--- config.mk ---
export PLATFORM = sky130hd
export DESIGN_NAME = scan_mux
export DESIGN_NICKNAME = d
export VERILOG_FILES = /design/src/rtl/scan_mux.sv
export SDC_FILE = /design/constraint.sdc
export NUM_CORES = 1
export LEC_CHECK = 0
export CORE_MARGIN = 4
export CORE_UTILIZATION = 25
export CTS_CLUSTER_SIZE = 28
export DETAILED_ROUTE_END_ITERATION = 7
export HOLD_SLACK_MARGIN = 0.06
export SLEW_MARGIN = 15
export SYNTH_ARGS = -nofsm -noshare
export SYNTH_HDL_FRONTEND = slang
export SYNTH_SLANG_ARGS = --single-unit
--- constraint.sdc ---
create_clock -name clk -period 4.2 [get_ports clk]
set_clock_uncertainty 0.2 [all_clocks]
set_input_delay 0.42 -clock clk [delete_from_list [all_inputs] [get_ports clk]]
set_output_delay 0.42 -clock clk [all_outputs]
set_load 0.1 [all_outputs]
--- src/rtl/scan_mux.sv ---
// N_CH:1 channel multiplexer with registered output, manual select or
// round-robin scan with a programmable per-channel dwell.
module scan_mux #(
  parameter int unsigned N_CH  = 4,
  parameter int unsigned WIDTH = 1,
  parameter int unsigned SEL_W = 2,
  parameter int unsigned DWELL = 1
) (
  input  logic                    clk,
  input  logic                    rst,
  input  logic [N_CH*WIDTH-1:0]   x,
  input  logic [SEL_W-1:0]        s,
  input  logic                    mode,
  input  logic                    en,
  output logic [WIDTH-1:0]        o,
  output logic [SEL_W-1:0]        ch,
  output logic                    v,
  output logic                    err,
  output logic                    wrap
);

  localparam int unsigned DW = $clog2(DWELL + 1);

  typedef enum logic [1:0] {IDLE, MAN, SCAN} state_t;

  state_t           state, state_nxt;
  logic [SEL_W-1:0] ptr, ptr_nxt, cur_ptr;
  logic [DW-1:0]    dcnt, dcnt_nxt, cur_dcnt;
  logic [WIDTH-1:0] o_nxt;
  logic [SEL_W-1:0] ch_nxt;
  logic             v_nxt, err_nxt, wrap_nxt;
  logic             s_ok, ptr_last, dwell_done;

  // Loop-based pick keeps out-of-range indices from reaching an array select.
  function automatic logic [WIDTH-1:0] pick(input logic [N_CH*WIDTH-1:0] xin,
                                            input logic [SEL_W-1:0] idx);
    logic [WIDTH-1:0] r;
    r = '0;
    for (int unsigned k = 0; k < N_CH; k++) begin
      if (idx == SEL_W'(k)) r = xin[k*WIDTH +: WIDTH];
    end
    return r;
  endfunction

  always_ff @(posedge clk or posedge rst) begin
    if (rst) state <= IDLE;
    else     state <= state_nxt;
  end

  always_comb begin
    state_nxt = IDLE;
    if (en) state_nxt = mode ? SCAN : MAN;
  end

  // Compares widened to 32 bits so N_CH == 2**SEL_W cannot wrap to zero.
  always_comb begin
    cur_ptr    = (state == MAN) ? '0 : ptr;
    cur_dcnt   = (state == MAN) ? '0 : dcnt;
    s_ok       = 32'(s) < N_CH;
    ptr_last   = 32'(cur_ptr) == (N_CH - 1);
    dwell_done = cur_dcnt == DW'(DWELL - 1);

    o_nxt    = o;
    ch_nxt   = ch;
    v_nxt    = 1'b0;
    err_nxt  = 1'b0;
    wrap_nxt = 1'b0;
    ptr_nxt  = ptr;
    dcnt_nxt = dcnt;

    case (state_nxt)
      MAN: begin
        ptr_nxt  = '0;
        dcnt_nxt = '0;
        if (s_ok) begin
          o_nxt  = pick(x, s);
          ch_nxt = s;
          v_nxt  = 1'b1;
        end else begin
          err_nxt = 1'b1;
        end
      end
      SCAN: begin
        o_nxt  = pick(x, cur_ptr);
        ch_nxt = cur_ptr;
        v_nxt  = 1'b1;
        if (dwell_done) begin
          dcnt_nxt = '0;
          if (ptr_last) begin
            ptr_nxt  = '0;
            wrap_nxt = 1'b1;
          end else begin
            ptr_nxt = cur_ptr + SEL_W'(1);
          end
        end else begin
          dcnt_nxt = cur_dcnt + DW'(1);
          ptr_nxt  = cur_ptr;
        end
      end
      default: ;
    endcase
  end

  always_ff @(posedge clk or posedge rst) begin
    if (rst) begin
      o    <= '0;
      ch   <= '0;
      v    <= 1'b0;
      err  <= 1'b0;
      wrap <= 1'b0;
      ptr  <= '0;
      dcnt <= '0;
    end else begin
      o    <= o_nxt;
      ch   <= ch_nxt;
      v    <= v_nxt;
      err  <= err_nxt;
      wrap <= wrap_nxt;
      ptr  <= ptr_nxt;
      dcnt <= dcnt_nxt;
    end
  end

endmodule

* Word-level counts from Yosys, hierarchy flattened *
Index checks and enable logic that the tools add are counted.

cells by class
  $add $sub $neg = 2
  eq/ne operators = 9
  muxes and demuxes = 23
  reductions and logical operators = 4

operator list
  kind                                                             count
  1-bit 2-to-1 mux                                                 14
  2-bit == test, second input constant                             5
  2-bit 2-to-1 mux                                                 5
  2-bit by 1-bit == test with 1-bit output, second input constant  4
  2-bit one-hot mux with 2 select lines                            2
  2-bit zero test                                                  2
  1-bit one-hot mux with 2 select lines                            2
  2-bit by 1-bit adder with 2-bit output, second input constant    1
  2-bit nonzero test                                               1
  2-bit OR reduction                                               1
  1-bit adder, second input constant                               1

word-level totals
  bits in registers = 10
  input bits = 10
  output and inout bits = 6
  logic and storage cells = 45

* Longest topological paths before layout *
  word-level depth = 8
  mapped depth = 7
  depth with buffers taken out = 7

* Worst setup path after synthesis *
Ideal clock, no wire load.

  path kind = register -> register
  from = reg state[0]
  to = reg o
  setup time = 134 ps
  arrival time = 1,364 ps
  data required time = 3,866 ps
  path slack = 2,502 ps
  cell stages (with the launch flop) = 8
  path buffers = 0
  clock period less this slack = 1,698 ps
  cells stage by stage = dfrtp_1 -> nand2b_1 -> nand2_1 -> inv_1 -> ha_1 -> and3b_1 -> a2111oi_0 -> o21ai_1

on the way
  cells in the longest elaborated chain, start to end = 8

ends and longest elaborated chain
  item                                        line  source
  start, declared                             26    state_t state, state_nxt;
  start signal, assigned                      47    else state <= state_nxt;
  2-bit by 1-bit == test with 1-bit output *  57    cur_ptr = (state == MAN) ? '0 : ptr;
  2-bit 2-to-1 mux *                          57
  2-bit zero test                             40    if (idx == SEL_W'(k)) r = xin[k*WIDTH +: WIDTH];
  1-bit 2-to-1 mux (3 in series)              40
  1-bit 2-to-1 mux *                          40
  1-bit one-hot mux with 2 select lines *     71    case (state_nxt)
  end signal, assigned                        114   o <= o_nxt;
  end, declared                               15    output logic [WIDTH-1:0] o,

Every way passes the cells marked *; elsewhere a longest branch is shown, timed or not.
A chain may end at the register's enable or synchronous reset.

* Final worst setup path *
  from = reg o
  to = out o

No word-level cell between the ends.

==> results.ini <==
[floorplanning]
die_w_um=51.95
die_h_um=51.95
start_util=0.2709
core_area_mm2=0.001783
row_count=15
die_area_mm2=0.002699
io_pins=16

[yosys]
yosysTopAreaCellShare=0.4663
synth_top_family_by_area=compound AO/OA/AOI/OAI gates
synth_mux_area_frac=0.04663
synthTopCellsByArea=dfrtp_1 (47%), ha_1 (10%), mux4_2 (4.7%), inv_1 (3.9%), a22o_1 (3.6%)
ys_ff_latch=9
ys_seq_area_frac=0.4663
syn_nets=59
syn_avg_cell_area_um2=10.73
synth-xor-area-share=0
synthAdderAreaFrac=0.1036
synth_top_area_cell=dfrtp_1
syn_area_um2=483.0
yosysUniqueCellTypes=22
yosys.area_share.simple=0.1425
synth_warnings=0
synth_compound_area_frac=0.1554
synthCells=45

[sta]
worst_slew_pin_slew_ns=0.9655
slew_headroom=0.3543
finalMaxSlewViolations=0
setup_viol=0
tns_ns=0
fin_crit_ns=2.360
fin_crit_sh=0.5619
rsz0062_at_grt=false
fin_ws_ns=1.840
clock.fmax_ghz=0.4237
hold_viol=0

[layout]
multi_input_area_um2=220.2
nNetsFinal=75
seq_area_um2=225.2
insertedDiodeCount=0
drive_gt1_frac=0.08333
utilization=0.3712
fill_cells=178
area.growth.synth_to_final_pct=37.05

[hold_path]
min_path_type=in2async

[clock_network]
h-tree-depth=1
clock-sinks=9
clk_pin_slew_ns=0.06
post_cts_buffers=0
cts_buffers=3
ctsHoldBuffers=0
cts_tree=yes
cts_buffer_depth=2
cts-resized-gates=0
clock_latency_ns=0.26
root_buffer=clkbuf_4

[power]
powerDensity_mw_per_mm2=378.2
p_leak_uw=0.0003044
max-vdd-ir-drop_mv=0.09806

[global_routing]
grt_pass1_wl_um=1497
grt_start_max_net_pins=10
gr-usage-all-layers=0.07974
overflow=0
grt_pass1_vias=361
antenna_found_initial=0

[place]
place_ws_ns=2.110
hpwl_um=796.5
gp_routability_congestion=0.7706
port_buffers=14

[critical_path]
slowest_stage=clkdlybuf4s50_1
path_class=reg2out
critPathTopFamily=buffers and inverters
cp.arrival_ns=1.74
required_ns=3.58
path_cells=clkdlybuf4s50_1
end_kind=output port
start_kind=flop
crit_fanout=2
max_stage_delay_ns=1.13
critPathBufInv=1

[outcome]
status=complete, no violations

[drt]
wire_per_inst_um=11.35
drt_wl_total_um=965
drt_iter0_drc=7
drtPass1Iterations=4
dr_total_vias=362
via_per_inst=4.259
drcViolationCount=0
antenna_left=0

[job]
maxCapViolCount=0

## placed cells by master (no fill, tap or decap)
cell type         n
a21oi_1           2
inv_1             5
clkdlybuf4s50_1  14
conb_1            1
and3_1            1
a22oi_2           1
clkbuf_1          1
ha_1              4
a22o_1            2
o311ai_0          1
and2b_1           1
o21ai_1           1
nand2_1           2
dfrtp_1           9
mux4_2            1
and3b_1           1
clkbuf_4          3
nor2b_1           2
nand2b_1          2
a31oi_1           2
nor2_1            2
a2111oi_0         1
and2_1            1
## flip-flops by register name (all words and copies together), names as in the netlist
name	cells
ch	2
o	1
ptr	2
state	2
v	1
wrap	1
## Yosys cell counts
library cell,n
a22o_1,2
nand2b_1,2
mux4_2,1
clkbuf_1,1
a21oi_1,2
and3b_1,1
nor2b_1,2
and2_1,1
a22oi_2,1
o311ai_0,1
o21ai_1,1
conb_1,1
and3_1,1
nor2_1,2
buf_4,2
inv_1,5
ha_1,4
dfrtp_1,9
and2b_1,1
a31oi_1,2
a2111oi_0,1
nand2_1,2
## kinds of logic (layout without fill, tap and decap cells)
logic type      Yosys count  after routing
simple gates             12             12
compound gates           10             10
flops                     9              9
buf+inv                   8             23
fa+ha+maj                 4              4
other cells               1              1
mux                       1              1
## stage by stage
step / area (µm²) / hold slack, ns / total power, µW / cells
finish: 661.9 / 0.2182 / 250.3 / 85
detailed placement: 635.6 / 0.3186 / 187.5 / 81
global route: 661.9 / 0.2492 / 264.3 / 85
global placement: 635.6 / 0.3104 / 185.8 / 81
CTS: 661.9 / 0.2200 / 255.3 / 85
floorplan: 483.0 / 0.04792 / 163.3 / 45
## path summary, 6_finish.rpt
kind | startpoint | end | slack (ns) | cells past startpoint
worst max-delay path | o | o | 1.84 | 1
worst min-delay path | rst | state[1] | 0.22 | 2
worst max register to register | state[0] | o | 2.25 | 7
worst min register to register | ch[1] | ch[1] | 0.32 | 2
max in group asynchronous | rst | wrap | 3.33 | 2
min in group clk | ch[1] | ch[1] | 0.32 | 2
## power breakdown
group | switching [µW] | internal [µW] | total (µW) | leakage (µW)
Combinational | 57.8 | 28.0 | 85.8 | 0.000176
Sequential | 4.61 | 94.7 | 99.3 | 0.000113
Clock | 28.7 | 36.5 | 65.2 | 0.0000150
## per-layer routing
metal  vias up  GRT usage  wire length, µm  part of all wire
li1        182          -                -                 -
met1       171    0.08070              396              0.41
met2         9     0.1318              517              0.54
met3         0    0.01719               51             0.053
met4         0    0.07860                0                 0
met5         -          0                0                 0
## area by class of cell
| class | instances | share of cell area |
|---|---|---|
| multi-input cells | 28 | 0.3327 |
| repair buffers | 14 | 0.2117 |
| flip-flops and latches | 9 | 0.3403 |
| well taps | 25 | 0.04726 |
| inverters | 5 | 0.02836 |
| clock buffers | 4 | 0.03970 |
Power figures use the tool's default switching activity.
